<file path="config.mk">
export PLATFORM = sky130hd
export DESIGN_NAME = puf_resp_buf
export DESIGN_NICKNAME = d
export VERILOG_FILES = /design/src/rtl/puf_pkg.sv /design/src/rtl/puf_resp_ptr.sv /design/src/rtl/puf_resp_buf.sv
export SDC_FILE = /design/constraint.sdc
export NUM_CORES = 1
export LEC_CHECK = 0
export BUFFER_PORTS_ARGS = -buffer_cell sky130_fd_sc_hd__buf_4
export CORE_MARGIN = 3
export CORE_UTILIZATION = 56
export CTS_CLUSTER_SIZE = 8
export DETAILED_ROUTE_END_ITERATION = 10
export PLACE_DENSITY = 0.85
export SYNTH_ARGS = -nofsm -noshare
export SYNTH_HDL_FRONTEND = slang
export SYNTH_SLANG_ARGS = --single-unit
</file>
<file path="constraint.sdc">
create_clock -name clk -period 10.77 [get_ports clk]
set_input_delay 3.231 -clock clk [delete_from_list [all_inputs] [get_ports clk]]
set_output_delay 3.231 -clock clk [all_outputs]
set_load 0.005 [all_outputs]
</file>
<file path="src/rtl/puf_pkg.sv">
// puf_pkg -- shared constants and helpers for the PUF response buffer.
//   WPE       : words per buffered entry (stat + eight auth words)
//   STAT_IDX  : word index of the status word
//   AUTH_BASE : word index of the first (most significant) auth word
//   ENTRY_W   : bits per entry, {stat, auth}
package puf_pkg;

  localparam int WORD_W    = 16;
  localparam int WPE       = 9;
  localparam int STAT_IDX  = 0;
  localparam int AUTH_BASE = 1;
  localparam int ENTRY_W   = 144;
  localparam int WSEL_W    = 4;

  localparam logic [WSEL_W-1:0] LAST_WSEL = 4'(WPE - 1);

  // Word idx of a packed {stat, auth} entry; word 0 is the top 16 bits.
  function automatic logic [WORD_W-1:0] entry_word(input logic [ENTRY_W-1:0] entry,
                                                   input int idx);
    return entry[ENTRY_W-1-idx*WORD_W -: WORD_W];
  endfunction

endpackage

</file>
<file path="src/rtl/puf_resp_ptr.sv">
// puf_resp_ptr -- head/tail/count/word-select/flag bookkeeping for the
// response buffer.
//   clk, rst      : clock, asynchronous active-high reset
//   i_save        : capture request
//   i_rd          : pop one word from the head entry
//   i_clr         : synchronous flush (wins over save/rd)
//   i_done        : run-complete level, folded into a sticky flag
//   o_wr_en       : capture accepted this cycle, write entry at o_tail
//   o_head/o_tail : entry pointers
//   o_cnt, o_wsel : complete entries held, word index inside head entry
//   o_ovf, o_done : sticky flags
module puf_resp_ptr
  import puf_pkg::*;
#(
  parameter int DEPTH = 4,
  localparam int AW = (DEPTH > 1) ? $clog2(DEPTH) : 1,
  localparam int CW = AW + 1
) (
  input  logic              clk,
  input  logic              rst,
  input  logic              i_save,
  input  logic              i_rd,
  input  logic              i_clr,
  input  logic              i_done,
  output logic              o_wr_en,
  output logic [AW-1:0]     o_head,
  output logic [AW-1:0]     o_tail,
  output logic [CW-1:0]     o_cnt,
  output logic [WSEL_W-1:0] o_wsel,
  output logic              o_ovf,
  output logic              o_done
);

  logic [AW-1:0]     head_q, head_d;
  logic [AW-1:0]     tail_q, tail_d;
  logic [CW-1:0]     cnt_q, cnt_d;
  logic [WSEL_W-1:0] wsel_q, wsel_d;
  logic              ovf_q, ovf_d;
  logic              done_q, done_d;

  logic empty, full, rd_ok, pop, push, drop;

  always_comb begin
    empty = (cnt_q == '0);
    full  = (cnt_q == CW'(DEPTH));
    rd_ok = i_rd && !empty;
    pop   = rd_ok && (wsel_q == LAST_WSEL);
    // A final-word pop frees the head slot in the same cycle, so a full
    // buffer can still take the capture.
    push  = i_save && (!full || pop);
    drop  = i_save && !push;

    head_d = head_q;
    tail_d = tail_q;
    cnt_d  = cnt_q;
    wsel_d = wsel_q;
    ovf_d  = ovf_q;
    done_d = done_q;

    if (i_clr) begin
      head_d = '0;
      tail_d = '0;
      cnt_d  = '0;
      wsel_d = '0;
      ovf_d  = 1'b0;
      done_d = 1'b0;
    end else begin
      if (rd_ok) wsel_d = pop ? '0 : wsel_q + 1'b1;
      if (pop)   head_d = head_q + 1'b1;
      if (push)  tail_d = tail_q + 1'b1;
      cnt_d  = cnt_q + CW'(push) - CW'(pop);
      ovf_d  = ovf_q | drop;
      done_d = done_q | i_done;
    end
  end

  always_ff @(posedge clk or posedge rst) begin
    if (rst) begin
      head_q <= '0;
      tail_q <= '0;
      cnt_q  <= '0;
      wsel_q <= '0;
      ovf_q  <= 1'b0;
      done_q <= 1'b0;
    end else begin
      head_q <= head_d;
      tail_q <= tail_d;
      cnt_q  <= cnt_d;
      wsel_q <= wsel_d;
      ovf_q  <= ovf_d;
      done_q <= done_d;
    end
  end

  assign o_wr_en = push && !i_clr;
  assign o_head  = head_q;
  assign o_tail  = tail_q;
  assign o_cnt   = cnt_q;
  assign o_wsel  = wsel_q;
  assign o_ovf   = ovf_q;
  assign o_done  = done_q;

endmodule

</file>
<file path="src/rtl/puf_resp_buf.sv">
// puf_resp_buf -- DEPTH-entry FIFO of PUF responses, each read out as nine
// 16-bit words (stat first, then auth from the most significant word).
//   clk, rst        : clock, asynchronous active-high reset
//   i_save          : capture strobe; i_auth/i_stat valid with it
//   i_done          : run-complete level (sticky in o_done)
//   i_rd            : pop one word from the head entry
//   i_clr           : flush, clears flags
//   o_rd_data       : current head word (combinational, 0 when empty)
//   o_rd_vld        : buffer not empty
//   o_cnt           : complete entries held
//   o_wsel          : word index within head entry
//   o_ovf, o_done   : sticky overflow / run-complete flags
module puf_resp_buf #(
  parameter int DEPTH = 4,
  parameter int WPE   = puf_pkg::WPE,
  localparam int AW = (DEPTH > 1) ? $clog2(DEPTH) : 1,
  localparam int CW = AW + 1
) (
  input  logic          clk,
  input  logic          rst,
  input  logic          i_save,
  input  logic [127:0]  i_auth,
  input  logic [15:0]   i_stat,
  input  logic          i_done,
  input  logic          i_rd,
  input  logic          i_clr,
  output logic [15:0]   o_rd_data,
  output logic          o_rd_vld,
  output logic [CW-1:0] o_cnt,
  output logic [3:0]    o_wsel,
  output logic          o_ovf,
  output logic          o_done
);

  localparam int EW = puf_pkg::ENTRY_W;

  logic          wr_en;
  logic [AW-1:0] head, tail;

  puf_resp_ptr #(.DEPTH(DEPTH)) u_ptr (
    .clk     (clk),
    .rst     (rst),
    .i_save  (i_save),
    .i_rd    (i_rd),
    .i_clr   (i_clr),
    .i_done  (i_done),
    .o_wr_en (wr_en),
    .o_head  (head),
    .o_tail  (tail),
    .o_cnt   (o_cnt),
    .o_wsel  (o_wsel),
    .o_ovf   (o_ovf),
    .o_done  (o_done)
  );

  // Entry storage is deliberately not reset; o_rd_vld masks stale data.
  logic [EW-1:0] mem_q [DEPTH];

  always_ff @(posedge clk) begin
    if (wr_en) mem_q[tail] <= {i_stat, i_auth};
  end

  // Word mux padded to 16 slots so any 4-bit o_wsel indexes in range.
  logic [EW-1:0] head_entry;
  logic [15:0]   head_words [16];

  assign head_entry = mem_q[head];

  for (genvar gi = 0; gi < 16; gi++) begin : g_word
    if (gi < WPE) begin : g_live
      assign head_words[gi] = puf_pkg::entry_word(head_entry, gi);
    end else begin : g_pad
      assign head_words[gi] = '0;
    end
  end

  assign o_rd_vld  = (o_cnt != '0);
  assign o_rd_data = o_rd_vld ? head_words[o_wsel] : 16'h0000;

endmodule

</file>
==> results of run 1 <==
## cell usage in the layout, fill, tap and decap left out, types with 15 or more instances in the layout
cell type and count:
sky130_fd_sc_hd__a211o_1 18, sky130_fd_sc_hd__a22o_1 19, sky130_fd_sc_hd__a32o_1 15, sky130_fd_sc_hd__buf_4 191, sky130_fd_sc_hd__clkbuf_1 16, sky130_fd_sc_hd__clkbuf_16 85
sky130_fd_sc_hd__edfxtp_1 576, sky130_fd_sc_hd__mux2i_1 46, sky130_fd_sc_hd__mux4_2 106, sky130_fd_sc_hd__nand2_1 16, sky130_fd_sc_hd__nor2_1 17, sky130_fd_sc_hd__o221ai_1 21
## worst max path at each step
stage | startpoint | to | slack, ns | cells after the start
4_1_cts | u_ptr.o_head[0] | o_rd_data[3] | 3.39 | 6
3_5_place_dp | u_ptr.o_head[0] | o_rd_data[3] | 4.09 | 6
6_report | u_ptr.o_head[0] | o_rd_data[3] | 3.45 | 6
2_1_floorplan | i_rd | mem_q[0][0] | 3.22 | 4
5_1_grt | u_ptr.o_head[0] | o_rd_data[3] | 3.24 | 6
3_3_place_gp | u_ptr.o_head[0] | o_rd_data[3] | 4.08 | 6
## synthesized netlist by cell type, drive strengths merged (2+ instances only)
library cell,number
a221oi,11
nor3,2
mux4,111
o31ai,2
a22o,19
o221ai,21
mux2i,46
a21oi,5
ha,8
a22oi,11
mux2,22
nand3,12
a32o,15
buf,35
dfrtp,13
nor2b,4
nor2,18
a31oi,2
inv,12
o21ai,2
clkbuf,23
and3b,2
and2,8
a211o,18
xnor2,4
nand2,16
edfxtp,576
## layer usage
layer,global-route usage,share of wire
met4,0.0900,0.028
met5,0,0.00072
met2,0.413,0.50
met3,0.0815,0.11
met1,0.353,0.37
## cell type report
type | count | share of cell area
Antenna cell | 9 | 0.000840
Clock buffer | 101 | 0.0815
Clock inverter | 6 | 0.00224
Inverter | 13 | 0.00182
Multi-Input combinational cell | 373 | 0.177
Sequential cell | 589 | 0.657
Tap cell | 525 | 0.0245
Timing Repair Buffer | 193 | 0.0549
## flip-flops by register name, indices dropped and copies added, names as in the netlist
name and count:
mem_q 576, u_ptr.o_wsel 4, u_ptr.o_cnt 3, u_ptr.o_head 2, u_ptr.o_tail 2, u_ptr.o_done 1, u_ptr.o_ovf 1
## power by group
| part | switching (µW) | internal [µW] |
|---|---|---|
| Sequential | 46.9 | 2660 |
| Clock | 893 | 1410 |
| Combinational | 285 | 190 |
## cell families (layout without fill, tap and decap cells)
group                    after synthesis  after routing  synth area share
other                                  0              9                 0
multiplexers                         179            179             0.143
adder cells (fa/ha/maj)                9              9           0.00527
XOR/XNOR                               5              5           0.00192
buffers and inverters                 71            313            0.0188
AND/OR/NAND/NOR                       67             67            0.0146
flip-flops                           589            589             0.774
AO/OA/AOI/OAI                        113            113            0.0424
## metrics by stage
step           cell area, µm²   util  hold WS, ns  setup WS (ns)  instances
4_1_cts                 26800  0.672        0.522           3.39       1800
5_1_grt                 26800  0.672        0.561           3.24       1805
6_report                26800  0.672        0.508           3.45       1809
3_3_place_gp            24600  0.615        0.474           4.08       1693
3_5_place_dp            24600  0.615        0.510           4.09       1693
2_1_floorplan           22800      -        0.481           3.22       1033
## worst max-delay path, cell delays in order (launching register included)
cell	delay, ns
sky130_fd_sc_hd__dfrtp_4	1.10
sky130_fd_sc_hd__buf_12	0.62
sky130_fd_sc_hd__mux4_1	0.66
sky130_fd_sc_hd__a22o_1	0.26
sky130_fd_sc_hd__a211o_1	0.31
sky130_fd_sc_hd__a32o_1	0.30
sky130_fd_sc_hd__buf_4	0.15
==> results.md, run 1 <==
- The pre-antenna-repair detailed-routing pass consisted of 5 iterations.
- The worst-case clock buffer depth is 3.
- The cell area that synthesis handed to floorplanning was 22800 µm².
- Setup violations remaining at the end of the flow were counted as 0.
- The initial utilization of the core area, before any placement, comes to 0.571.
- The count of boundary I/O pins is 176.
- The number of cell instances on the worst register-to-register path is 9.
- The run finished with clean final reports.
- The largest total area in the synthesized netlist belongs to sky130_fd_sc_hd__edfxtp_1.
- The share of the Yosys chip area taken by registers is 0.774.
- The core region area is 39900 µm².
- The worst hold path belongs to the class reg2reg.
- The post-route DRC violation count is 0.
- Registers take around 18000 µm².
- A synthesized cell averages about 22 µm².
- The remaining max-slew budget at the tightest pin is 0.206.
- The first routing iteration left 1551 violations.
- The final hold violation count is 0.
- Sorting the synthesized cells by area gives the leading types as sky130_fd_sc_hd__edfxtp_1 (76%), sky130_fd_sc_hd__mux4_2 (10%), sky130_fd_sc_hd__mux2i_1 (2.0%), sky130_fd_sc_hd__dfrtp_1 (1.4%), sky130_fd_sc_hd__o221ai_1 (0.81%).
- For the final database, setup skew stands at around 0.020 ns.
- Of the available clock period, the critical path in the final layout requires 0.680.
- The cell count after synthesis is 1033.
- The sum of negative setup slack is 0 ns.
- The number of I/O port buffers is roughly 180.
- The floorplan step set the die width to 208 µm.
- Along the worst hold path, the cell count comes to 2.
- The number of max-cap violations is 0.
- At the pin with the least slew margin, the transition time is 1.19 ns.
- From synthesis to final layout, the design area changed by 17.8%.
- In this run, post-CTS hold repair placed 0 buffers.
- The CTS sink count is 589.
- Dividing the detail-routed wire length by the instance count gives 31.3 µm.
- The count of cell types in the netlist is 50.
- The pin count of the biggest net entering global routing is 120.
- The arrival time at the worst endpoint is 4.09 ns.
- The TritonCTS buffer count is 83.
- The total number of vias is between 10000 and 15000.
- The total chip power is 5480 µW.
- For this block, the routed nets add up to between 50000 and 60000 µm of wire.
- The synthesized design contains about 590 register bits.
- The worst-case IR drop observed on VDD is between 0.0001 and 0.00015 V.
- The number of levels in the clock H-tree is 3.
- The startpoint kind of the worst setup timing path is a register.
- The HPWL after detailed placement is 30800 µm.
- The Yosys warning count is 0.
- The startpoint of the worst-slack reg-to-reg timing path is u_ptr.o_wsel[0].
- The classification of the worst setup path is reg2out.
- The ratio of routed vias to standard cells is roughly 6.6.
- The number of pins exceeding their max-slew limit in the final report came to 0.
- Across every metal layer, demand over resource in global routing totals 0.262.
- In this run the post-CTS setup repair buffer count came out at 0.
- Setup repair after global routing left no endpoint under its margin.
- Timing would allow up to about 140 MHz.
- The first global-routing pass estimated 83300 µm of wire.
- In this run the most critical hold path is launched from u_ptr.o_done.
- The worst reg2reg path endpoint is mem_q[3][113].
- Of all nets on the critical path, the largest fanout is 85.
- The worst hold path terminates at u_ptr.o_done.
- After clock tree synthesis, the repair step resized 0 gates.
- Of the cells placed in the final design, the portion with a size suffix greater than 1 is 0.332.
- The multi-input combinational cell area is about 4700 µm².
- The vertical die dimension is 208 µm.
- The count of filler cells inserted in the layout is 2287.
- The leftover overflow at the end of global routing is 0.
- The area enclosed by the die boundary is 43100 µm².
- The proportion of register bits with asynchronous set or reset after synthesis is 0.0221.
- The CTS tree is yes.
- After clock tree synthesis, the clock-pin slew on the worst setup and hold paths is 0.05 ns.
- The data required time of the worst path is 7.54 ns.
- The minimum clock period after layout is around 7.3 ns.
- Of the post-synthesis cell area, the dominant cell type holds 0.759.
- Summed over all cells, the static leakage comes to 0.00874 µW.
- The last weighted congestion value of the routability-driven placer is 0.801.
- After floorplanning, the core was divided into 73 placement rows.
- The clock root buffer master is sky130_fd_sc_hd__clkbuf_16.
- The count of nets left with antenna violations once routing finished came out at 0.
- The top flip-flop cell by instance count after synthesis is sky130_fd_sc_hd__edfxtp_1.
- The latest clock arrival within the worst-skew pair is ~0.6 ns.
- The number of antenna violations at the first check in global routing is 11.
- The register-to-register path setup slack is 6.43 ns.
- The cell area power density is 204 nW/µm².
- The via count of the first global-routing pass is about 12000.
- The post-synth net total is 1192.
- STA classifies the critical path endpoint as an output pin.
- The final layout contains between 1000 and 1500 nets.
- The number of synthesized flops with an enable pin is 576.
(Power assumes the default switching activity.)
==> inputs of run 2 (changes only) <==
CORE_UTILIZATION = 54   (was 56)
PLACE_DENSITY = 0.86   (was 0.85)
clock period = 6.65 ns   (was 10.77 ns; I/O delays follow)
==> results.md, run 2 (synthesis gave the netlist of run 1 again) <==
- The classification of the worst setup path was reg2out (unchanged).
- The share of post-route cells with drive strength above 1 is 0.332 (about the same).
- The total number of vias came to 11976 (was 11927).
- The effective utilization at floorplan came to 0.553 (was 0.571).
- Status: finished, final reports clean (unchanged).
- The HPWL after detailed placement came to 31400 µm (was 30800 µm).
- The via count of the first global-routing pass was 12582 (was 12387).
- The floorplan die width is 211 µm (was 208 µm).
- The total of cells resized after clock tree synthesis is 0 (unchanged).
- The clock root buffer master is sky130_fd_sc_hd__clkbuf_16 (unchanged).
- The largest vdd supply drop is 0.000167 V (was 0.000128 V).
- The biggest fanout along the worst timing path is 53 (was 85).
- The number of iterations in the first detailed-routing pass came to 5 (unchanged).
- The transition at the pin with the smallest max-transition slack is 1.20 ns (was 1.19 ns).
- The number of max-cap violations is 0 (unchanged).
- The buffer count from post-CTS setup fixing is 0 (unchanged).
- The remaining max-slew budget at the tightest pin is 0.200 (was 0.206).
- The clock tree skew after final layout is 0.0296 ns (was 0.0202 ns).
- The CTS tree was yes (unchanged).
- The sort of element at the end of the critical path is an output pin (unchanged).
- The number of pins exceeding their max-slew limit in the final report is 0 (unchanged).
- The number of antenna violations at the first check in global routing came to 15 (was 11).
- The net count of the finished layout is 1411 (was 1412).
- Static timing analysis puts the maximum clock frequency at 177 MHz.
- The TritonCTS buffer count is 83 (unchanged).
- The number of nets with antenna violations after routing is 0 (unchanged).
- The latest clock arrival within the worst-skew pair was 0.60 ns (about the same).
- The startpoint kind of the worst setup timing path is a register (unchanged).
- The last weighted congestion value of the routability-driven placer is 0.781 (was 0.801).
- The ratio of routed vias to standard cells is 6.62 (was 6.59).
- The count of filler cells inserted in the layout was 2385 (was 2287).
- The signed area change from the synthesized netlist to the final layout was 17.8% (about the same).
- The number of setup violations in the final report came to 0 (unchanged).
- The cell area power density is 331 nW/µm² (was 204 nW/µm²).
- The worst-case clock buffer depth is 3 (unchanged).
- In the finished design, the share of the clock period the worst path needs comes to 0.850.
- The clock input transition at the sequential cells of the worst setup and hold paths was 0.05 ns (about the same).
- The leading cell type in the layout, fill and taps excluded is sky130_fd_sc_hd__edfxtp_1 (unchanged).
- RSZ-0062 raised after global routing: false (unchanged).
- The flip-flop count of the largest register after layout is 576 (unchanged).
- The sum of negative setup slack came to 0 ns (unchanged).
- The leftover overflow at the end of global routing is 0 (unchanged).
- The post-detailed-routing wire length was 57300 µm (was 56600 µm).
- The vertical die dimension came to 211 µm (was 208 µm).
- The count of boundary I/O pins is 176 (unchanged).
- The beginning of the worst hold path is u_ptr.o_done (unchanged).
- The pin count of the biggest net entering global routing is 86 (was 120).
- The violation count after the first detailed-route iteration came to 1971 (was 1551).
- The core region area is 41200 µm² (was 39900 µm²).
- The CTS sink count is 589 (unchanged).
- The global-route wire length before repair is 85300 µm (was 83300 µm).
- The number of levels in the clock H-tree is 3 (unchanged).
- The largest register by flop count is mem_q (unchanged).
- The final hold violation count is 0 (unchanged).
- The number of standard-cell rows in the floorplan is 74 (was 73).
- The number of buffers inserted for hold repair after clock tree synthesis was 0 (unchanged).
- The minimum hold slack is 0.494 ns (was 0.508 ns).
- Leading cell types in the layout, fill and taps excluded: sky130_fd_sc_hd__edfxtp_1 (576), sky130_fd_sc_hd__buf_4 (187), sky130_fd_sc_hd__mux4_2 (106) (was sky130_fd_sc_hd__edfxtp_1 (576), sky130_fd_sc_hd__buf_4 (191), sky130_fd_sc_hd__mux4_2 (106)).
- The area enclosed by the die boundary is 44700 µm² (was 43100 µm²).
- The overall routing resource usage came to 0.261 (was 0.262).
- The minimum clock period after layout is 5.65 ns.
- The post-detailed-route wirelength per cell is 31.7 µm (was 31.3 µm).
- The worst min-delay path class is reg2reg (unchanged).
- The static power due to leakage is 0.00873 µW (was 0.00874 µW).
- The data required time of the worst path is 4.66 ns (was 7.54 ns).
- The arrival time at the worst endpoint is 3.66 ns (was 4.09 ns).
- The startpoint of the worst-slack reg-to-reg timing path is u_ptr.o_wsel[0] (unchanged).
- The number of I/O port buffers came to 175 (unchanged).
- The post-route DRC violation count was 0 (unchanged).
- The start point of the critical path is u_ptr.o_head[0] (unchanged).
-- run 2: changes by cell type in the layout (fill, tap and decap cells not counted), moves of 2 or more --
cell	previous run	this run
sky130_fd_sc_hd__clkbuf_1	16	9
sky130_fd_sc_hd__buf_4	191	187
sky130_fd_sc_hd__buf_12	2	5
sky130_fd_sc_hd__clkinv_8	0	2
-- run 2: routing by layer --
metal / GRT usage / share of wire / vias up
met4: 0.0988 / 0.037 / 14
met2: 0.410 / 0.48 / 917
met1: 0.349 / 0.35 / 6087
li1: - / - / 4809
met3: 0.0830 / 0.12 / 149
met5: 0 / 0.0019 / -
-- run 2: final cells by class --
| cell class | count | area, µm² | area share |
|---|---|---|---|
| clock inverters | 6 | 62.6 | 0.00233 |
| diodes | 10 | 25.0 | 0.000932 |
| repair buffers | 192 | 1500 | 0.0560 |
| well taps | 532 | 666 | 0.0248 |
| multi-input cells | 373 | 4740 | 0.177 |
| flip-flops and latches | 589 | 17600 | 0.657 |
| inverters | 13 | 48.8 | 0.00182 |
| clock buffers | 94 | 2160 | 0.0805 |
-- run 2: worst max-delay path, cell delays in order (launching register included) --
cell and delay [ns]:
sky130_fd_sc_hd__dfrtp_4 0.81, sky130_fd_sc_hd__buf_12 0.47, sky130_fd_sc_hd__mux4_2 0.58, sky130_fd_sc_hd__a22oi_1 0.38
sky130_fd_sc_hd__nand3_1 0.24, sky130_fd_sc_hd__a32o_1 0.38, sky130_fd_sc_hd__buf_4 0.16
-- run 2: worst paths after layout --
check                                       end  slack [ns]  cells past startpoint
worst max-delay path               o_rd_data[5]         1.0                      6
worst min-delay path               u_ptr.o_done        0.49                      2
worst max register to register    mem_q[0][117]        2.90                      7
worst min register to register     u_ptr.o_done        0.49                      2
max in group asynchronous       u_ptr.o_head[0]        4.85                      2
min in group asynchronous       u_ptr.o_head[1]        1.43                      2
-- run 2: metrics by stage --
| stage | cell area (µm²) | power (µW) | worst slack (ns) | util | std cells |
|---|---|---|---|---|---|
| 3_5_place_dp | 24600 | 5190 | 1.66 | 0.597 | 1699 |
| 4_1_cts | 26800 | 8900 | 0.958 | 0.651 | 1799 |
| 2_1_floorplan | 22800 | 4800 | 0.337 | - | 1033 |
| 3_3_place_gp | 24600 | 5150 | 1.69 | 0.597 | 1699 |
| 6_report | 26800 | 8890 | 0.998 | 0.651 | 1809 |
| 5_1_grt | 26800 | 9120 | 0.868 | 0.651 | 1803 |
-- run 2: report_power, final --
group          leakage [µW]  total [µW]  switching [µW]  internal (µW)
logic               0.00225         783             473            310
clock network       0.00109        3720            1460           2260
registers           0.00540        4380            76.8           4310
